$ cat config.mk
export PLATFORM = sky130hd
export DESIGN_NAME = mem_access_stage
export DESIGN_NICKNAME = d
export VERILOG_FILES = /design/src/rtl/mem_access_stage.sv
export SDC_FILE = /design/constraint.sdc
export NUM_CORES = 1
export LEC_CHECK = 0
export ABC_AREA = 1
export CAP_MARGIN = 25
export CORE_UTILIZATION = 45
export DETAILED_ROUTE_END_ITERATION = 8
export HOLD_SLACK_MARGIN = 0.1
export PLACE_DENSITY = 0.82
export SLEW_MARGIN = 20
export SYNTH_ARGS = -nofsm -noshare
export SYNTH_HDL_FRONTEND = slang
export SYNTH_SLANG_ARGS = --single-unit
$ cat constraint.sdc
create_clock -name clk -period 8.65 [get_ports clk]
set_clock_uncertainty 0.1 [all_clocks]
set_input_delay 1.73 -clock clk [delete_from_list [all_inputs] [get_ports clk]]
set_output_delay 1.73 -clock clk [all_outputs]
set_load 0.1 [all_outputs]
$ cat src/rtl/mem_access_stage.sv
// RV32I MEM stage: drives the dcache request/response handshake, steers store bytes onto their
// lanes, aligns and extends load data, and loads the MEM/WB register.
module mem_access_stage #(
  parameter int unsigned CNT_WIDTH = 32
) (
  input  logic                 clk,
  input  logic                 rst,
  input  logic                 ex_valid,
  input  logic                 ex_dmem_read,
  input  logic                 ex_dmem_write,
  input  logic                 ex_load_regfile,
  input  logic                 ex_wbmux_sel,
  input  logic [2:0]           ex_funct3,
  input  logic [31:0]          ex_alu_out,
  input  logic [31:0]          ex_rs2,
  input  logic [4:0]           ex_rd,
  output logic [31:0]          dmem_address,
  output logic                 dmem_read,
  output logic                 dmem_write,
  output logic [3:0]           dmem_wmask,
  output logic [31:0]          dmem_wdata,
  input  logic [31:0]          dmem_rdata,
  input  logic                 dmem_resp,
  output logic                 stall,
  output logic                 wb_valid,
  output logic                 wb_load_regfile,
  output logic [4:0]           wb_rd,
  output logic [31:0]          wb_data,
  output logic                 misaligned,
  output logic [CNT_WIDTH-1:0] stall_cycles
);

  typedef enum logic [0:0] {StIdle, StAccess} state_e;

  state_e               state_q, state_d;
  logic [31:0]          addr_q, addr_d;
  logic [31:0]          wdata_q, wdata_d;
  logic [3:0]           wmask_q, wmask_d;
  logic                 read_q, read_d;
  logic                 write_q, write_d;
  logic [2:0]           f3_q, f3_d;
  logic [4:0]           rd_q, rd_d;
  logic                 lr_q, lr_d;
  logic                 sel_q, sel_d;
  logic                 wb_valid_q, wb_valid_d;
  logic                 wb_lr_q, wb_lr_d;
  logic [4:0]           wb_rd_q, wb_rd_d;
  logic [31:0]          wb_data_q, wb_data_d;
  logic                 mis_q, mis_d;
  logic [CNT_WIDTH-1:0] cnt_q, cnt_d;

  logic        mem_op, f3_bad, addr_bad, op_dropped;
  logic [3:0]  st_wmask;
  logic [31:0] st_wdata;
  logic [7:0]  ld_byte;
  logic [15:0] ld_half;
  logic [31:0] load_val;

  assign mem_op = ex_dmem_read | ex_dmem_write;

  // Unsigned load widths have no store counterpart, so they are illegal on a write.
  always_comb begin
    f3_bad   = 1'b0;
    addr_bad = 1'b0;
    case (ex_funct3)
      3'b000: addr_bad = 1'b0;
      3'b001: addr_bad = ex_alu_out[0];
      3'b010: addr_bad = |ex_alu_out[1:0];
      3'b100: f3_bad = ex_dmem_write;
      3'b101: begin
        f3_bad   = ex_dmem_write;
        addr_bad = ex_alu_out[0];
      end
      default: f3_bad = 1'b1;
    endcase
  end

  assign op_dropped = f3_bad | addr_bad;

  always_comb begin
    case (ex_funct3[1:0])
      2'b00:   st_wmask = 4'b0001 << ex_alu_out[1:0];
      2'b01:   st_wmask = 4'b0011 << ex_alu_out[1:0];
      default: st_wmask = 4'b1111;
    endcase
    if (!ex_dmem_write) st_wmask = 4'b0000;
  end

  assign st_wdata = ex_rs2 << {ex_alu_out[1:0], 3'b000};

  always_comb begin
    case (addr_q[1:0])
      2'b00:   ld_byte = dmem_rdata[7:0];
      2'b01:   ld_byte = dmem_rdata[15:8];
      2'b10:   ld_byte = dmem_rdata[23:16];
      default: ld_byte = dmem_rdata[31:24];
    endcase
    ld_half = addr_q[1] ? dmem_rdata[31:16] : dmem_rdata[15:0];
    case (f3_q)
      3'b000:  load_val = {{24{ld_byte[7]}}, ld_byte};
      3'b001:  load_val = {{16{ld_half[15]}}, ld_half};
      3'b100:  load_val = {24'd0, ld_byte};
      3'b101:  load_val = {16'd0, ld_half};
      default: load_val = dmem_rdata;
    endcase
  end

  always_comb begin
    state_d    = state_q;
    addr_d     = addr_q;
    wdata_d    = wdata_q;
    wmask_d    = wmask_q;
    read_d     = read_q;
    write_d    = write_q;
    f3_d       = f3_q;
    rd_d       = rd_q;
    lr_d       = lr_q;
    sel_d      = sel_q;
    wb_valid_d = 1'b0;
    wb_lr_d    = 1'b0;
    wb_rd_d    = wb_rd_q;
    wb_data_d  = wb_data_q;
    mis_d      = 1'b0;
    stall      = 1'b0;
    case (state_q)
      StIdle: begin
        if (ex_valid) begin
          if (!mem_op) begin
            wb_valid_d = 1'b1;
            wb_lr_d    = ex_load_regfile;
            wb_rd_d    = ex_rd;
            wb_data_d  = ex_alu_out;
          end else if (op_dropped) begin
            wb_valid_d = 1'b1;
            wb_rd_d    = ex_rd;
            wb_data_d  = ex_alu_out;
            mis_d      = 1'b1;
          end else begin
            stall   = 1'b1;
            state_d = StAccess;
            addr_d  = ex_alu_out;
            wdata_d = st_wdata;
            wmask_d = st_wmask;
            read_d  = ex_dmem_read;
            write_d = ex_dmem_write;
            f3_d    = ex_funct3;
            rd_d    = ex_rd;
            lr_d    = ex_load_regfile;
            sel_d   = ex_wbmux_sel;
          end
        end
      end
      StAccess: begin
        if (dmem_resp) begin
          state_d    = StIdle;
          read_d     = 1'b0;
          write_d    = 1'b0;
          wb_valid_d = 1'b1;
          wb_lr_d    = lr_q & ~write_q;
          wb_rd_d    = rd_q;
          wb_data_d  = sel_q ? load_val : addr_q;
        end else begin
          stall = 1'b1;
        end
      end
      default: state_d = StIdle;
    endcase
    // Upstream must not see a stall while the stage is being reset.
    if (rst) stall = 1'b0;
  end

  assign cnt_d = (stall && !(&cnt_q)) ? cnt_q + CNT_WIDTH'(1) : cnt_q;

  always_ff @(posedge clk or posedge rst) begin
    if (rst) begin
      state_q    <= StIdle;
      addr_q     <= '0;
      wdata_q    <= '0;
      wmask_q    <= '0;
      read_q     <= 1'b0;
      write_q    <= 1'b0;
      f3_q       <= '0;
      rd_q       <= '0;
      lr_q       <= 1'b0;
      sel_q      <= 1'b0;
      wb_valid_q <= 1'b0;
      wb_lr_q    <= 1'b0;
      wb_rd_q    <= '0;
      wb_data_q  <= '0;
      mis_q      <= 1'b0;
      cnt_q      <= '0;
    end else begin
      state_q    <= state_d;
      addr_q     <= addr_d;
      wdata_q    <= wdata_d;
      wmask_q    <= wmask_d;
      read_q     <= read_d;
      write_q    <= write_d;
      f3_q       <= f3_d;
      rd_q       <= rd_d;
      lr_q       <= lr_d;
      sel_q      <= sel_d;
      wb_valid_q <= wb_valid_d;
      wb_lr_q    <= wb_lr_d;
      wb_rd_q    <= wb_rd_d;
      wb_data_q  <= wb_data_d;
      mis_q      <= mis_d;
      cnt_q      <= cnt_d;
    end
  end

  assign dmem_address    = {addr_q[31:2], 2'b00};
  assign dmem_read       = read_q;
  assign dmem_write      = write_q;
  assign dmem_wmask      = wmask_q;
  assign dmem_wdata      = wdata_q;
  assign wb_valid        = wb_valid_q;
  assign wb_load_regfile = wb_lr_q;
  assign wb_rd           = wb_rd_q;
  assign wb_data         = wb_data_q;
  assign misaligned      = mis_q;
  assign stall_cycles    = cnt_q;

endmodule
==> results of run 1 <==
[placed cells by master (no fill, tap or decap), types with 2 or more instances in the layout]
| cell type | netlist | layout |
|---|---|---|
| nor2_2 | 4 | 4 |
| nand2_1 | 550 | 549 |
| clkinvlp_4 | 0 | 5 |
| conb_1 | 1 | 2 |
| nand2_4 | 2 | 2 |
| nand4_1 | 32 | 32 |
| xnor2_1 | 8 | 8 |
| nand2_2 | 11 | 12 |
| dfrtp_1 | 153 | 153 |
| a211oi_1 | 8 | 8 |
| or2_2 | 13 | 13 |
| bufinv_16 | 0 | 3 |
| buf_4 | 37 | 7 |
| xor2_1 | 3 | 3 |
| nor2_4 | 4 | 4 |
| nand3b_1 | 3 | 3 |
| clkbuf_8 | 0 | 4 |
| inv_1 | 74 | 73 |
| inv_2 | 6 | 7 |
| nor3_1 | 2 | 2 |
| clkbuf_16 | 0 | 17 |
| o21ai_0 | 82 | 82 |
| clkdlybuf4s50_1 | 0 | 252 |
| nor2_1 | 78 | 78 |
| nand3_1 | 70 | 70 |
| a21oi_1 | 53 | 53 |
| o211ai_1 | 11 | 11 |
| o21ai_1 | 4 | 4 |
| a22oi_1 | 7 | 7 |
[final cells by class]
type | instances | area, µm² | area share (%)
Inverter | 82 | 313 | 2.60
Clock inverter | 10 | 141 | 1.18
Clock buffer | 22 | 484 | 4.03
Multi-Input combinational cell | 957 | 4310 | 35.9
Sequential cell | 153 | 3830 | 31.9
Timing Repair Buffer | 260 | 2600 | 21.7
Tap cell | 265 | 332 | 2.76
[critical path, cell delays in order]
cell and delay (ns):
clkdlybuf4s50_1 0.39, buf_4 0.22, inv_2 0.46, nor2_2 0.13
nor2_4 0.15, nand4_4 0.17, a21oi_1 0.17, clkdlybuf4s50_1 1.14
[cells by family after synthesis]
logic type | count (synthesis) | share of synthesized area (%)
flops | 153 | 42.5
other cells | 1 | 0.0417
compound gates | 169 | 10.2
buf+inv | 180 | 9.76
xor+xnor | 11 | 1.07
fa+ha+maj | 1 | 0.139
simple gates | 774 | 36.2
[synthesized netlist by cell type, types with 2 or more instances]
master	instances	share of area (%)
nand2_1	550	23
dfrtp_1	153	43
o21ai_0	82	4.6
nor2_1	78	3.3
inv_1	74	3.1
nand3_1	70	3.9
a21oi_1	53	2.9
buf_4	37	3.1
clkbuf_1	36	1.5
nand4_1	32	2.2
buf_2	21	1.2
or2_2	13	0.90
nand2_2	11	0.76
o211ai_1	11	0.92
a211oi_1	8	0.67
xnor2_1	8	0.78
a22oi_1	7	0.58
inv_2	6	0.25
nor2_2	4	0.28
nor2_4	4	0.50
o21ai_1	4	0.22
nand3b_1	3	0.25
xor2_1	3	0.29
buf_6	2	0.25
buf_8	2	0.33
clkinv_1	2	0.083
nand2_4	2	0.25
nor3_1	2	0.11
[per-layer routing]
metal  vias up  wire, µm  GRT usage [%]
met3        41      2930           7.93
met2       463     13000           44.3
li1       4449         -              -
met5         -         0              0
met4         0       632           9.85
met1      4220     11900           36.4
[per-stage QoR]
step                      util [%]  cells  worst slack (ns)  cell area (µm²)
after global routing          61.5   1749              2.07            12000
after detailed placement      58.3   1717              2.25            11400
after global placement        58.2   1716              2.29            11400
after floorplan                  -   1290             0.542             9000
final                         61.5   1749              2.24            12000
after CTS                     61.5   1749              2.25            12000
[registers in the layout, summed over array words and instances (netlist names)]
name	flops
addr_q	32
dmem_wdata	32
stall_cycles	32
wb_data	32
rd_q	5
wb_rd	5
dmem_wmask	4
f3_q	3
dmem_read	1
dmem_write	1
lr_q	1
misaligned	1
sel_q	1
state_q	1
wb_load_regfile	1
wb_valid	1
[final timing paths]
kind | slack (ns) | endpoint | cells after the start | start
min in group asynchronous | 1.81 | stall_cycles[27]$_DFFE_PP0P_ | 2 | rst
min | 0.38 | wb_data[0]$_DFFE_PP0P_ | 2 | wb_data[0]$_DFFE_PP0P_
max in group asynchronous | 5.30 | dmem_wdata[13]$_DFFE_PP0P_ | 4 | rst
max | 2.24 | stall | 8 | ex_alu_out[0]
max reg2reg | 4.76 | dmem_wdata[12]$_DFFE_PP0P_ | 6 | state_q$_DFF_PP0_
min reg2reg | 0.38 | wb_data[0]$_DFFE_PP0P_ | 2 | wb_data[0]$_DFFE_PP0P_
[power by group]
part           internal [W]  switching, W
clock network      0.000485      0.000306
registers          0.000864      0.000114
logic              0.000412       0.00140
total               0.00176       0.00182
==> impl_results.md, run 1 <==
* Grt ovf at 0
* DR pass1 iterations at 5
* CTS tree: built
* # clock sinks at 153
* Final Hold Fails at 0
* Area Growth Syn to Fin at 33.4%
* Peak supply drop at 0.235 mV
* #FFs+latches synth at 153
* Worst EP required at 6.82 ns
* Synth warn at 0
* TritonCTS Buffers at 17
* Slew headroom at 29.7%
* Setup bufs post-CTS at 0
* F_max at 0.156 GHz
* DR vias at 9173
* Crit path max fanout at 36
* Per-cell routed wire length at 16.3 µm
* Dpl hpwl at 19800 µm
* Max-slew violation count at 0
* Die width at 143 µm
* Routed WL at 28500 µm
* Leakage power at 5.61 nW
* RSZ-0062 raised after global routing: false
* Synthesized cell area at 9000 µm²
* Average cell area after synthesis at 6.98 µm²
* Pwr per Cell Area at 298 nW/µm²
* Cells after synthesis at 1289
* Max-Cap Viols at 0
* Initial antenna violation count at 0
* EDFF count, synth at 0
* Status: completed
* Async set-or-reset flop fraction in the synthesized netlist at 100%
* H-tree levels at 4
* WP data arrival at 4.58 ns
* Number of global-route vias before repair at 8551
* Cts hold-fix bufs at 0
* Sequential area share after synthesis at 42.5%
* Crit Path Category: in -> out
* Std-Cell Rows at 51
* DIE AREA at 20600 µm²
* FILL cells at 1752
* Clk Latency, worst-skew pair at 0.43 ns
* Nets@finish at 1584
* Share of layout cells above drive strength 1 at 5.86%
* Post-CTS Resized at 0
* Total GRT Usage at 28.0%
* Port Buffers at 252
* I/O Pins at 255
* Slew @ Worst Pin at 1.05 ns
* Initial Utilization at 46.1%
* Clk pin slew, worst setup/hold paths at 0.06 ns
* Startpoint Class: input port
* Netlist cell types at 39
* Clock Path Buffers at 2
* Hold slack final at 0.377 ns
* DIE HEIGHT at 143 µm
* Core area at 19500 µm²
* Pwr Total at 0.00358 W
* Vias per inst at 5.24
* Period minus WS final at 6.41 ns
* First-pass GRT wire length at 44500 µm
* Residual DRC count at 0
* DR iter-0 viols at 763
* Most used flip-flop cell after synthesis: dfrtp_1
* Clock root buffer: clkbuf_16
* Crit share post-route at 74.1%
* Antenna cells at 0
* Post-DRT Antenna Nets at 0
* Gpl congestion at 0.903
* Setup TNS at 0 ns
* Setup-failing EPs final at 0
* Largest net degree at the start of global routing at 102
* Worst hold path type: reg -> reg
* Critical path capture point type: output pin
(Power assumes the default switching activity.)
==> run 2: changes to the inputs <==
--- a/config.mk
+++ b/config.mk
@@ -7,10 +7,10 @@
 export LEC_CHECK = 0
 export ABC_AREA = 1
 export CAP_MARGIN = 25
-export CORE_UTILIZATION = 45
+export CORE_UTILIZATION = 44
 export DETAILED_ROUTE_END_ITERATION = 8
 export HOLD_SLACK_MARGIN = 0.1
-export PLACE_DENSITY = 0.82
+export PLACE_DENSITY = 0.84
 export SLEW_MARGIN = 20
 export SYNTH_ARGS = -nofsm -noshare
 export SYNTH_HDL_FRONTEND = slang
==> constraint.sdc (replaced) <==
create_clock -name clk -period 5.56 [get_ports clk]
set_clock_uncertainty 0.1 [all_clocks]
set_input_delay 1.112 -clock clk [delete_from_list [all_inputs] [get_ports clk]]
set_output_delay 1.112 -clock clk [all_outputs]
set_load 0.1 [all_outputs]
==> run 2 against run 1 <==
Compared with the run above:
- register-to-register slack worse by 2.4 ns
- sequential power is 56% higher
- total power is 55% higher
- largest power group unchanged
- sequential share of layout area hardly changed
- cell area hardly changed
- hold slack better by 0.0039 ns
- combinational power is 56% higher
- worst setup slack worse by 0.65 ns
==> impl_results.md, run 2 (same netlist as run 1, synthesis figures left out) <==
* Status: completed
* Worst hold path type: reg -> reg
* Cts hold-fix bufs at 0
* DR pass1 iterations at 5
* Clock network power share at 21.5%
* Critical path capture point type: output pin
* Net Sw Power at 0.00283 W
* Internal power at 0.00270 W
* Grt ovf at 0
* Residual DRC count at 0
* Setup-failing EPs final at 0
* Post-CTS Resized at 0
* Die width at 145 µm
* DR iter-0 viols at 669
* Initial Utilization at 45.5%
* Total GRT Usage at 27.6%
* Number of global-route vias before repair at 8592
* Std-Cell Rows at 51
* Cells on Worst Hold Path at 2
* Largest net degree at the start of global routing at 113
* Slew @ Worst Pin at 1.04 ns
* DP Area at 11400 µm²
* Gpl congestion at 0.910
* Clk pin slew, worst setup/hold paths at 0.07 ns
* Sequential share of power at 27.6%
* Core area at 19800 µm²
* # clock sinks at 153
* Gate power share at 50.9%
* H-tree levels at 4
* Crit Path Category: in -> out
* Clock root buffer: clkbuf_16
* Leakage power at 5.62 nW
* Per-cell routed wire length at 16.5 µm
* Period minus WS final at 3.97 ns
* Crit path max fanout at 27
* Share of layout cells above drive strength 1 at 5.93%
* Post-DRT Antenna Nets at 0
* Hold slack final at 0.381 ns
* WP data arrival at 2.76 ns
* Area Growth Syn to Fin at 33.4%
* Slew headroom at 30.3%
* Initial antenna violation count at 1
* CTS tree: built
* Nets@finish at 1586
* Dpl hpwl at 20700 µm
* Highest-count cells in the layout ignoring fill and taps: nand2_1 (550), clkdlybuf4s50_1 (251), dfrtp_1 (153)
* DIE HEIGHT at 145 µm
* Max-Cap Viols at 0
* I/O Pins at 255
* Clock Path Buffers at 2
* Reg2Reg Depth at 6
* Pwr per Cell Area at 461 nW/µm²
* Final Hold Fails at 0
* DIE AREA at 21000 µm²
* DR vias at 9282
* Clk Latency, worst-skew pair at 0.43 ns
* Peak supply drop at 0.454 mV
* Setup bufs post-CTS at 0
* First-pass GRT wire length at 46000 µm
* Max-slew violation count at 0
* Final instance area at 12000 µm²
* Vias per inst at 5.30
* TritonCTS Buffers at 17
* Routed WL at 28800 µm
* RSZ-0062 raised after global routing: false
* Commonest non-fill, non-tap cell in the layout: nand2_1
* Crit share post-route at 71.4%
* Startpoint Class: input port
* Port Buffers at 252
* Sw frac at 51.2%
* F_max at 0.252 GHz
* Worst EP required at 4.35 ns
* Setup TNS at 0 ns
-- run 2: changes by cell type in the layout (fill, tap and decap cells not counted), sizes merged --
| cell | change |
|---|---|
| buf | +3 |
| clkinvlp | -2 |
| clkbuf | -3 |
| diode | +1 |
| clkdlybuf4s50 | -1 |
| inv | +1 |
| clkinv | +3 |
-- run 2: power by group through the flow --
| stage | sequential, W | combinational (W) | clock, W |
|---|---|---|---|
| 6_report | 0.00153 | 0.00282 | 0.00119 |
| 5_1_grt | 0.00156 | 0.00295 | 0.00124 |
| 4_1_cts | 0.00154 | 0.00281 | 0.00121 |
| 3_5_place_dp | 0.00156 | 0.00280 | 0 |
| 3_3_place_gp | 0.00155 | 0.00278 | 0 |
| 2_1_floorplan | 0.00257 | 0.00115 | 0 |
-- run 2: final cells by class --
cell class	instances	area [µm²]
antenna	1	2.50
clock buffer	19	443
clock inverter	12	150
fill	1797	7780
inverter	82	313
multi-input combinational	957	4310
sequential	153	3830
tap	265	332
timing repair buffer	262	2630
-- run 2: path summary, 6_finish.rpt --
path	from	slack, ns	to
max reg2reg	state_q$_DFF_PP0_	2.37	dmem_wdata[4]$_DFFE_PP0P_
min	wb_data[2]$_DFFE_PP0P_	0.38	wb_data[2]$_DFFE_PP0P_
min in group asynchronous	rst	1.18	stall_cycles[16]$_DFFE_PP0P_
min reg2reg	wb_data[2]$_DFFE_PP0P_	0.38	wb_data[2]$_DFFE_PP0P_
max	ex_alu_out[0]	1.59	stall
max in group asynchronous	rst	3.16	addr_q[8]$_DFFE_PP0P_
-- run 2: worst max-delay path: stages --
cell and delay (ns):
clkdlybuf4s50_1 0.39, buf_4 0.22, nor2_4 0.14, nand2_1 0.05
nand2_1 0.13, nand4_4 0.12, a21oi_1 0.36, buf_12 0.23
-- run 2: through the flow --
step	worst slack [ns]	utilization, %	total power, W	instances
after floorplan	0.916	-	0.00371	1290
after global placement	1.47	57.6	0.00433	1718
after detailed placement	1.38	57.6	0.00435	1718
after CTS	1.57	60.6	0.00555	1749
after global routing	1.45	60.7	0.00575	1751
final	1.59	60.7	0.00554	1751
-- run 2: metal layers --
metal	track usage, %	wire length [µm]	vias to the layer above
met5	0	0	-
met3	5.57	2430	50
met2	43.8	13300	455
li1	-	-	4454
met4	10.1	751	0
met1	37.3	12400	4323
